===== config.mk =====
export PLATFORM = sky130hd
export DESIGN_NAME = geri_yaz_flat
export DESIGN_NICKNAME = d
export VERILOG_FILES = /design/src/rtl/geri_yaz_pkg.sv /design/src/rtl/geri_yaz_if.sv /design/src/rtl/geri_yaz_secici.sv /design/src/rtl/geri_yaz.sv /design/src/flat_wrapper.sv
export SDC_FILE = /design/constraint.sdc
export NUM_CORES = 1
export LEC_CHECK = 0
export CORE_ASPECT_RATIO = 0.9
export CORE_MARGIN = 2
export CORE_UTILIZATION = 32
export CTS_CLUSTER_SIZE = 24
export DETAILED_ROUTE_END_ITERATION = 8
export PLACE_DENSITY_LB_ADDON = 0.3
export SYNTH_ARGS = -nofsm -noshare
export SYNTH_HDL_FRONTEND = slang
export SYNTH_SLANG_ARGS = --single-unit

===== constraint.sdc =====
create_clock -name clk_i -period 1.07 [get_ports clk_i]
set_input_delay 0.2675 -clock clk_i [delete_from_list [all_inputs] [get_ports clk_i]]
set_output_delay 0.2675 -clock clk_i [all_outputs]
set_load 0.02 [all_outputs]

===== src/rtl/geri_yaz_pkg.sv =====
// Shared write-back definitions: micro-op codes and fixed widths.
package geri_yaz_pkg;

    localparam int XLEN    = 32;
    localparam int RADR_W  = 5;
    localparam int MIKRO_W = 3;

    // Write-back micro-op codes; 3'b100..3'b111 are reserved and behave as GY_YOK.
    localparam logic [MIKRO_W-1:0] GY_YOK    = 3'b000;
    localparam logic [MIKRO_W-1:0] GY_SONUC  = 3'b001;
    localparam logic [MIKRO_W-1:0] GY_CARPMA = 3'b010;
    localparam logic [MIKRO_W-1:0] GY_PS     = 3'b011;

    // True for the three micro-ops that carry a register-file write.
    function automatic logic yazan_islem(input logic [MIKRO_W-1:0] mi);
        return (mi == GY_SONUC) || (mi == GY_CARPMA) || (mi == GY_PS);
    endfunction

endpackage


===== src/rtl/geri_yaz_if.sv =====
// Execute-to-writeback inputs and register-file write port, bundled.
interface geri_yaz_if;
    import geri_yaz_pkg::*;

    logic [RADR_W-1:0]  yrt_rd_adres_i;
    logic [XLEN-1:0]    yrt_rd_deger_i;
    logic [MIKRO_W-1:0] yrt_mikroislem_i;
    logic [XLEN-1:0]    yrt_carpma_deger_i;
    logic [XLEN-2:0]    yrt_ps_artmis_i;

    logic [RADR_W-1:0]  cyo_yaz_adres_o;
    logic [XLEN-1:0]    cyo_yaz_deger_o;
    logic               cyo_yaz_yazmac_o;

    // The write-back stage itself.
    modport slave (
        input  yrt_rd_adres_i, yrt_rd_deger_i, yrt_mikroislem_i,
               yrt_carpma_deger_i, yrt_ps_artmis_i,
        output cyo_yaz_adres_o, cyo_yaz_deger_o, cyo_yaz_yazmac_o
    );

    // Whoever feeds the stage and consumes the write port.
    modport master (
        output yrt_rd_adres_i, yrt_rd_deger_i, yrt_mikroislem_i,
               yrt_carpma_deger_i, yrt_ps_artmis_i,
        input  cyo_yaz_adres_o, cyo_yaz_deger_o, cyo_yaz_yazmac_o
    );

endinterface


===== src/rtl/geri_yaz_secici.sv =====
// Combinational source select for write-back: next data and write enable.
module geri_yaz_secici
    import geri_yaz_pkg::*;
(
    input  logic [MIKRO_W-1:0] mikroislem,
    input  logic [RADR_W-1:0]  rd_adres,
    input  logic [XLEN-1:0]    rd_deger,
    input  logic [XLEN-1:0]    carpma_deger,
    input  logic [XLEN-2:0]    ps_artmis,
    output logic [XLEN-1:0]    deger_d,
    output logic               yazmac_d
);

    // Pick the source; non-writing and reserved codes yield zero data.
    always_comb begin
        deger_d = '0;
        case (mikroislem)
            GY_SONUC:  deger_d = rd_deger;
            GY_CARPMA: deger_d = carpma_deger;
            GY_PS:     deger_d = {ps_artmis, 1'b0};
            default:   deger_d = '0;
        endcase
    end

    // x0 is hardwired zero, so writes to it are dropped while data still flows.
    assign yazmac_d = yazan_islem(mikroislem) && (rd_adres != '0);

endmodule


===== src/rtl/geri_yaz.sv =====
// Write-back stage: registers the selected value onto the register-file port.
module geri_yaz
    import geri_yaz_pkg::*;
(
    input  logic       clk_i,
    input  logic       rst_ni,
    geri_yaz_if.slave  bag
);

    logic [XLEN-1:0]   deger_d;
    logic              yazmac_d;

    logic [RADR_W-1:0] adres_q;
    logic [XLEN-1:0]   deger_q;
    logic              yazmac_q;

    geri_yaz_secici u_secici (
        .mikroislem   (bag.yrt_mikroislem_i),
        .rd_adres     (bag.yrt_rd_adres_i),
        .rd_deger     (bag.yrt_rd_deger_i),
        .carpma_deger (bag.yrt_carpma_deger_i),
        .ps_artmis    (bag.yrt_ps_artmis_i),
        .deger_d      (deger_d),
        .yazmac_d     (yazmac_d)
    );

    // One-cycle output register; reset wins and drops any in-flight write.
    always_ff @(posedge clk_i) begin
        if (!rst_ni) begin
            adres_q  <= '0;
            deger_q  <= '0;
            yazmac_q <= 1'b0;
        end else begin
            adres_q  <= bag.yrt_rd_adres_i;
            deger_q  <= deger_d;
            yazmac_q <= yazmac_d;
        end
    end

    assign bag.cyo_yaz_adres_o  = adres_q;
    assign bag.cyo_yaz_deger_o  = deger_q;
    assign bag.cyo_yaz_yazmac_o = yazmac_q;

endmodule


===== src/flat_wrapper.sv =====
// flat-port wrapper written by rule: the top's interface ports become plain ports
module geri_yaz_flat import geri_yaz_pkg::*;
  (clk_i, rst_ni, bag_yrt_rd_adres_i, bag_yrt_rd_deger_i, bag_yrt_mikroislem_i, bag_yrt_carpma_deger_i, bag_yrt_ps_artmis_i, bag_cyo_yaz_adres_o, bag_cyo_yaz_deger_o, bag_cyo_yaz_yazmac_o);
  geri_yaz_if bag_i ();
  input  logic clk_i;
  input  logic rst_ni;
  input wire logic [$bits(bag_i.yrt_rd_adres_i)-1:0] bag_yrt_rd_adres_i;
  input wire logic [$bits(bag_i.yrt_rd_deger_i)-1:0] bag_yrt_rd_deger_i;
  input wire logic [$bits(bag_i.yrt_mikroislem_i)-1:0] bag_yrt_mikroislem_i;
  input wire logic [$bits(bag_i.yrt_carpma_deger_i)-1:0] bag_yrt_carpma_deger_i;
  input wire logic [$bits(bag_i.yrt_ps_artmis_i)-1:0] bag_yrt_ps_artmis_i;
  output wire logic [$bits(bag_i.cyo_yaz_adres_o)-1:0] bag_cyo_yaz_adres_o;
  output wire logic [$bits(bag_i.cyo_yaz_deger_o)-1:0] bag_cyo_yaz_deger_o;
  output wire logic [$bits(bag_i.cyo_yaz_yazmac_o)-1:0] bag_cyo_yaz_yazmac_o;
  assign bag_i.yrt_rd_adres_i = bag_yrt_rd_adres_i;
  assign bag_i.yrt_rd_deger_i = bag_yrt_rd_deger_i;
  assign bag_i.yrt_mikroislem_i = bag_yrt_mikroislem_i;
  assign bag_i.yrt_carpma_deger_i = bag_yrt_carpma_deger_i;
  assign bag_i.yrt_ps_artmis_i = bag_yrt_ps_artmis_i;
  assign bag_cyo_yaz_adres_o = bag_i.cyo_yaz_adres_o;
  assign bag_cyo_yaz_deger_o = bag_i.cyo_yaz_deger_o;
  assign bag_cyo_yaz_yazmac_o = bag_i.cyo_yaz_yazmac_o;
  geri_yaz u_core (.clk_i(clk_i), .rst_ni(rst_ni), .bag(bag_i));
endmodule

* After elaboration in Yosys (flattened, before gate mapping)
Cells that the tools add are included.
** Storage, ports and cells
- Register bits after elaboration :: 38
- Input bits :: 105
- Word-level logic and storage cells :: 11
** Operators by class
- Eq/ne operators :: 3
- Multiplexer cells :: 1
- Reduce and logical (&&, ||, !) cells :: 4
** Operators with widths (number)
- one-hot mux 32 bit (3 select lines) :: 1
- equality test 3 x 2 -> 1 bit, second input constant :: 2
- nonzero test 5 bit :: 1
- equality test 3 x 1 -> 1 bit, second input constant :: 1
- logical OR 1 bit :: 2
- logical AND 1 bit :: 1

* Logic depth before layout (Yosys ltp)
Gate-level depths: netlist of run 1.
- Depth in word-level cells :: 4
- Mapped depth :: 5

* Modules after synthesis
From an unflattened synthesis of run 1, not the netlist that was laid out.
** Unflattened totals
- Cell total of the unflattened synthesis :: 198
- Area, all modules :: 1894.3 um^2
** Modules (own cells, without submodules)
- geri_yaz :: times used 1, cells each 80, area an instance 1037.2 um^2, seq. area each 760.7 um^2
- geri_yaz_secici :: times used 1, cells each 118, area an instance 857.1 um^2, seq. area each 0.0 um^2

* Least setup slack after synthesis of run 1
OpenSTA, ideal clock, no wires.
- Path type :: in2reg
- Start point :: input bag_yrt_mikroislem_i[2]
- End point :: register u_core.deger_q[7], in the netlist u_core.bag.cyo_yaz_deger_o[7]
- Library setup time :: 0.138 ns
- Data arrival time :: 0.856 ns
- Setup slack :: 0.077 ns
- Stages on the path :: 4
- Cells stage by stage :: and2b_1 > o21ai_1 > buf_2 > a211oi_1
** Between the ends
- Longest elaborated chain between the ends :: 2
- Elaborated cells on any way between the ends :: 4
- Those cells by class :: eq/ne: 3; mux: 1
** Ends and longest elaborated chain
- start, declared :: line flat_wrapper.sv:9 : input wire logic [$bits(bag_i.yrt_mikroislem_i)-1:0] bag_yrt_mikroislem_i;
- equality test 3 x 2 -> 1 bit / equality test 3 x 1 -> 1 bit (equally long branches) :: line geri_yaz_secici.sv:17 : case (mikroislem)
- one-hot mux 32 bit (3 select lines) (*) :: line geri_yaz_secici.sv:17
- end signal, assigned :: line geri_yaz.sv:35 : deger_q <= deger_d;
- end, declared :: line geri_yaz.sv:14 : logic [XLEN-1:0] deger_q;
Mark *: on every way between the ends. The rest lies on a longest branch, timed or not.
A chain may end at the register's enable or synchronous reset.

* Worst setup path after layout of run 1
- Start point :: register u_core.deger_q[19], in the netlist u_core.bag.cyo_yaz_deger_o[19]
- End point :: output bag_cyo_yaz_deger_o[19]
** RTL lines
- end, declared :: line flat_wrapper.sv:13 : output wire logic [$bits(bag_i.cyo_yaz_deger_o)-1:0] bag_cyo_yaz_deger_o;
No word-level cell between the ends.

==> results of run 1 <==
## worst paths after layout
check                                                  endpoint  depth (start not counted)  slack, ns
worst max-delay path                    bag_cyo_yaz_deger_o[19]                          1       0.04
worst min-delay path  u_core.bag.cyo_yaz_deger_o[26]$_SDFF_PN0_                          3       0.41
## cell type report
| class | count | area share [%] |
|---|---|---|
| clock buffer | 7 | 2.73 |
| tap | 65 | 2.57 |
| sequential | 38 | 24.0 |
| timing repair buffer | 155 | 44.1 |
| clock inverter | 1 | 0.158 |
| multi-input combinational | 107 | 26.4 |
## Yosys cell counts (all sizes together)
| cell | count |
|---|---|
| a211oi | 31 |
| and2 | 6 |
| nand3b | 1 |
| buf | 15 |
| o21ai | 2 |
| nand2 | 1 |
| a21oi | 32 |
| mux2i | 31 |
| clkbuf | 2 |
| nor3 | 1 |
| and2b | 1 |
| dfxtp | 38 |
| nor2 | 1 |
## metal layers
layer	vias to the layer above	GRT usage [%]
li1	891	-
met1	803	20.0
met2	86	35.4
met3	9	6.56
met4	0	6.78
met5	-	0
## metrics by stage
stage	total power [mW]	utilization (%)	area (sq um)
floorplan	1.87	-	1680
global placement	2.43	64.4	3190
global route	3.55	63.9	3160
detailed placement	2.45	64.4	3190
finish	3.38	63.9	3160
CTS	3.41	63.7	3150
## power groups by stage
stage	sequential, mW	combinational (mW)	clock (mW)
floorplan	1.60	0.267	0
detailed placement	1.53	0.921	0
CTS	1.49	0.895	1.03
finish	1.49	0.888	1.00
global route	1.49	0.955	1.10
global placement	1.52	0.908	0
## cell families after synthesis
group / share of synthesized area (%)
AOI/OAI and AO/OA: 24.9
DFF: 45.4
muxes: 18.5
buffers and inverters: 7.24
and+or+nand+nor: 3.88
## timing repair
item                       CTS  global route
cloned                       1             0
pin swaps                    1             0
resized for setup          160             6
setup endpoints to repair   70             7
## sequential cells by signal (all words and copies together), names as in the netlist
name                         flops
u_core.bag.cyo_yaz_adres_o       5
u_core.bag.cyo_yaz_yazmac_o      1
u_core.bag.cyo_yaz_deger_o      32
==> results_dict.tcl, run 1 <==
set metrics [dict create \
    run_status "finished clean" \
    dr_total_vias 1789 \
    p_int_mw 2.53 \
    clk_network_pwr_share_pct 29.7 \
    gp_routability_congestion 0.687 \
    critPathRequiredTime_ns 0.80 \
    syn2layout_area_growth_pct 88.9 \
    horiz_die_dim_microns 80.3 \
    antenna_violations_before_repair 0 \
    layout_worst_path_cycle_share_pct 96.6 \
    syn-instance-count 162 \
    worst_pin_slew_ns 0.352 \
    fin_tns_setup_ns 0 \
    n_fill_cell 455 \
    startpoint_of_the_lowest_slack_hold_path "bag_yrt_mikroislem_i[0]" \
    critPathSlowestCell "dfxtp_1" \
    cts_htree_levels 2 \
    netlist.area_leader.share_pct 45.4 \
    first_iter_violations 69 \
    met2RoutedLength_microns 2750 \
    grt_start_max_net_pins 35 \
    final_net_count 412 \
    total_switching_power_mw 0.853 \
    achievable_frequency_ghz 0.968 \
    postSynthRegisterBits 38 \
    syn-cell-area_sq_um 1680 \
    cts_post_setup_buffers_inserted 0 \
    drive_above_1_share_pct 22.7 \
    crit_arrival_ns 0.77 \
    max-clock-path-buffers 2 \
    cap_violations 0 \
    relSlewSlack_pct 76.6 \
    first_global_vias 1771 \
    crit_path_cell_trace "buf_4" \
    drt-met1-wl_microns 1990 \
    synth_seq_area_share_pct 45.4 \
    synthesis.nets 267 \
    vdd_ir_drop_max_v 0.000597 \
    switching_share_pct 25.2 \
    crit_path_start "u_core.bag.cyo_yaz_deger_o[19]$_SDFF_PN0_" \
    power_density_nw_per_um2 1070 \
    port_buffers 142 \
    finalNonFillerCells 373 \
    rsz0062_at_grt "false" \
    first_pass_grt_wire_length_microns 8380 \
    design.die.area_sq_um 5830 \
    i_o_pins 143 \
    chipHeight_microns 72.6 \
    type_of_the_setup_path_with_the_least_slack "register to output pin" \
    hold_ws_ns 0.413 \
    drt_first_pass_iters 4 \
    worst_setup_path_start_kind "register" \
    synth_cell_type_count 18 \
    hold_viol 0 \
    layout_common_cells "clkdlybuf4s50_1 (100), dfxtp_1 (38), buf_2 (36), a21oi_1 (32), mux2i_1 (31)" \
    num_antenna_cells 0 \
    drcViolationCount 0 \
    yosys_warnings 0 \
    post_synth_main_area_contributors "dfxtp_1 (45%), mux2i_1 (19%), a211oi_1 (13%), a21oi_1 (9.6%), buf_2 (3.0%)" \
    yosysTopAreaCell "dfxtp_1" \
    grt-ovfl-total 0 \
    multiInputGateArea_sq_um 835 \
    cts.sink_count 38 \
    worstPathBufferInverterCount 1 \
    route.met3.wl_microns 560 \
    timing.critical_path.to_type "output pin" \
    route.detailed.wl_per_inst_microns 14.4 \
    sequentialPowerShare_pct 44.0 \
    cts_tree "built" \
    core_sq_um 4950 \
    cts-root-buf "clkbuf_8" \
    routed_wl_microns 5380 \
    setup_viol_count_final 0 \
    maxSlewViolCount 0 \
    comb_power_share_pct 26.3 \
    drt.antenna.violating_nets 0 \
    final.setup.worst_slack_ns 0.0367 \
    path_clk_slew_ns 0.07 \
    grt_usage_pct 19.1 \
    starting_density_of_the_core_pct 33.8 \
    post_drt_via_cell_ratio 4.80 \
    pre_cts_ws_ns -0.425 \
    topmost_layer_with_routed_signal_wires "met4" \
    tritoncts.num_buffers 5 \
    hold_buffers 0 \
    leakagePower_nw 1.37 \
    timing.hold.worst.class "input port to register" \
    ff_latch_area_sq_um 761 \
    dpl.cell_count 364 \
    min_period_ns 1.03 \
    hpwl_microns 4270 \
    rows 24 \
    critical_path_peak_fanout 1 \
    critical-path-top-delay-family "flip-flops" \
    synth_area_per_cell_sq_um 10.3 \
    layout.cells.most_common "clkdlybuf4s50_1" \
    critPathMaxStageDelay_ns 0.34 \
]
No activity file was read; power rests on OpenSTA's default activity.
==> run 2, diff against run 1 <==
--- a/config.mk
+++ b/config.mk
@@ -7,9 +7,10 @@
 export LEC_CHECK = 0
 export CORE_ASPECT_RATIO = 0.9
 export CORE_MARGIN = 2
-export CORE_UTILIZATION = 32
+export CORE_UTILIZATION = 45
 export CTS_CLUSTER_SIZE = 24
 export DETAILED_ROUTE_END_ITERATION = 8
+export DONT_BUFFER_PORTS = 1
 export PLACE_DENSITY_LB_ADDON = 0.3
 export SYNTH_ARGS = -nofsm -noshare
 export SYNTH_HDL_FRONTEND = slang
==> constraint.sdc (replaced) <==
create_clock -name clk_i -period 1.2 [get_ports clk_i]
set_input_delay 0.3 -clock clk_i [delete_from_list [all_inputs] [get_ports clk_i]]
set_output_delay 0.3 -clock clk_i [all_outputs]
set_load 0.02 [all_outputs]
==> results_dict.tcl, run 2 (synthesized netlist as in run 1, its figures left out) <==
set metrics [dict create \
    layout.cells.most_common "dfxtp_1" \
    hold_viol 0 \
    crit_arrival_ns 0.74 \
    hold_buffers 0 \
    critical_path_peak_fanout 1 \
    rows 21 \
    power_density_nw_per_um2 1640 \
    final_net_count 259 \
    rsz0062_at_grt "false" \
    horiz_die_dim_microns 68.3 \
    antenna_violations_before_repair 0 \
    cap_violations 0 \
    num_antenna_cells 0 \
    max-clock-path-buffers 2 \
    first_pass_grt_wire_length_microns 4810 \
    timing.hold.worst.class "input port to register" \
    i_o_pins 143 \
    layout_common_cells "dfxtp_1 (38), a21oi_1 (32), mux2i_1 (31), a211oi_1 (28)" \
    design.die.area_sq_um 4230 \
    setup_viol_count_final 0 \
    starting_density_of_the_core_pct 45.9 \
    n_fill_cell 339 \
    route.detailed.wl_per_inst_microns 18.3 \
    cts_htree_levels 2 \
    timing.critical_path.to_type "output pin" \
    largest_reg_flops 32 \
    achievable_frequency_ghz 0.965 \
    sequentialPowerShare_pct 48.1 \
    leakagePower_nw 0.704 \
    ff_latch_area_sq_um 761 \
    first_iter_violations 25 \
    grt_usage_pct 16.2 \
    port_buffers 0 \
    cts.sink_count 38 \
    cts_tree "built" \
    multiInputGateArea_sq_um 797 \
    layout_worst_path_cycle_share_pct 86.3 \
    worst_pin_slew_ns 0.257 \
    tritoncts.num_buffers 5 \
    comb_power_share_pct 6.3 \
    post_drt_via_cell_ratio 6.06 \
    type_of_the_setup_path_with_the_least_slack "register to output pin" \
    drcViolationCount 0 \
    drt.antenna.violating_nets 0 \
    cts_resized 0 \
    syn2layout_area_growth_pct 6.57 \
    cts-root-buf "clkbuf_8" \
    maxSlewViolCount 0 \
    grt-ovfl-total 0 \
    gp_routability_congestion 0.630 \
    drt_first_pass_iters 4 \
    core_sq_um 3650 \
    critPathRequiredTime_ns 0.90 \
    fin_tns_setup_ns 0 \
    relSlewSlack_pct 82.8 \
    switching_share_pct 21.2 \
    route.met3.wl_microns 349 \
    drive_above_1_share_pct 9.03 \
    topmost_layer_with_routed_signal_wires "met4" \
    grt_start_max_net_pins 66 \
    clk_network_pwr_share_pct 45.6 \
    run_status "finished clean" \
    drt-met1-wl_microns 1330 \
    total_switching_power_mw 0.620 \
    p_int_mw 2.31 \
    finalCoreUtilization_pct 48.9 \
    worst_setup_path_start_kind "register" \
    cts_post_setup_buffers_inserted 0 \
    path_clk_slew_ns 0.08 \
    layout.cell_area.non_filler_sq_um 1790 \
    dr_total_vias 1219 \
    first_global_vias 1135 \
    chipHeight_microns 61.9 \
    routed_wl_microns 3690 \
    met2RoutedLength_microns 1930 \
    vdd_ir_drop_max_v 0.000600 \
    postPlaceCellArea_sq_um 1640 \
    min_period_ns 1.04 \
    hold_ws_ns 0.0985 \
]
[run 2: worst paths after layout]
| check | startpoint | endpoint | slack [ns] | depth (start not counted) |
|---|---|---|---|---|
| hold / removal | bag_yrt_mikroislem_i[0] | u_core.bag.cyo_yaz_deger_o[18]$_SDFF_PN0_ | 0.1 | 1 |
| setup / recovery | u_core.bag.cyo_yaz_deger_o[5]$_SDFF_PN0_ | bag_cyo_yaz_deger_o[5] | 0.16 | 0 |
[run 2: final cells by class]
| cell class | count | area share (%) |
|---|---|---|
| clock inverter | 2 | 3.36 |
| sequential | 38 | 42.6 |
| clock buffer | 6 | 4.63 |
| multi-input combinational | 107 | 44.6 |
| tap | 46 | 3.22 |
| timing repair buffer | 2 | 1.54 |
[run 2: layer usage]
layer,global-route usage [%],up-vias
met5,0,-
met4,7.71,0
met3,7.75,7
met2,30.7,82
met1,14.6,544
li1,-,586
[run 2: per-stage QoR]
| step | std cells | power [mW] | setup WS [ns] |
|---|---|---|---|
| 6_report | 201 | 2.93 | 0.164 |
| 5_1_grt | 201 | 3.04 | 0.128 |
| 4_1_cts | 201 | 2.97 | 0.145 |
| 3_5_place_dp | 193 | 1.63 | 0.103 |
| 3_3_place_gp | 193 | 1.62 | 0.205 |
| 2_1_floorplan | 162 | 1.67 | 0.174 |
[run 2: power groups by stage]
stage / clock (mW) / combinational [mW] / sequential [mW]
3_5_place_dp: 0 / 0.189 / 1.44
3_3_place_gp: 0 / 0.177 / 1.44
5_1_grt: 1.42 / 0.206 / 1.42
2_1_floorplan: 0 / 0.238 / 1.43
4_1_cts: 1.37 / 0.189 / 1.41
6_report: 1.34 / 0.185 / 1.41
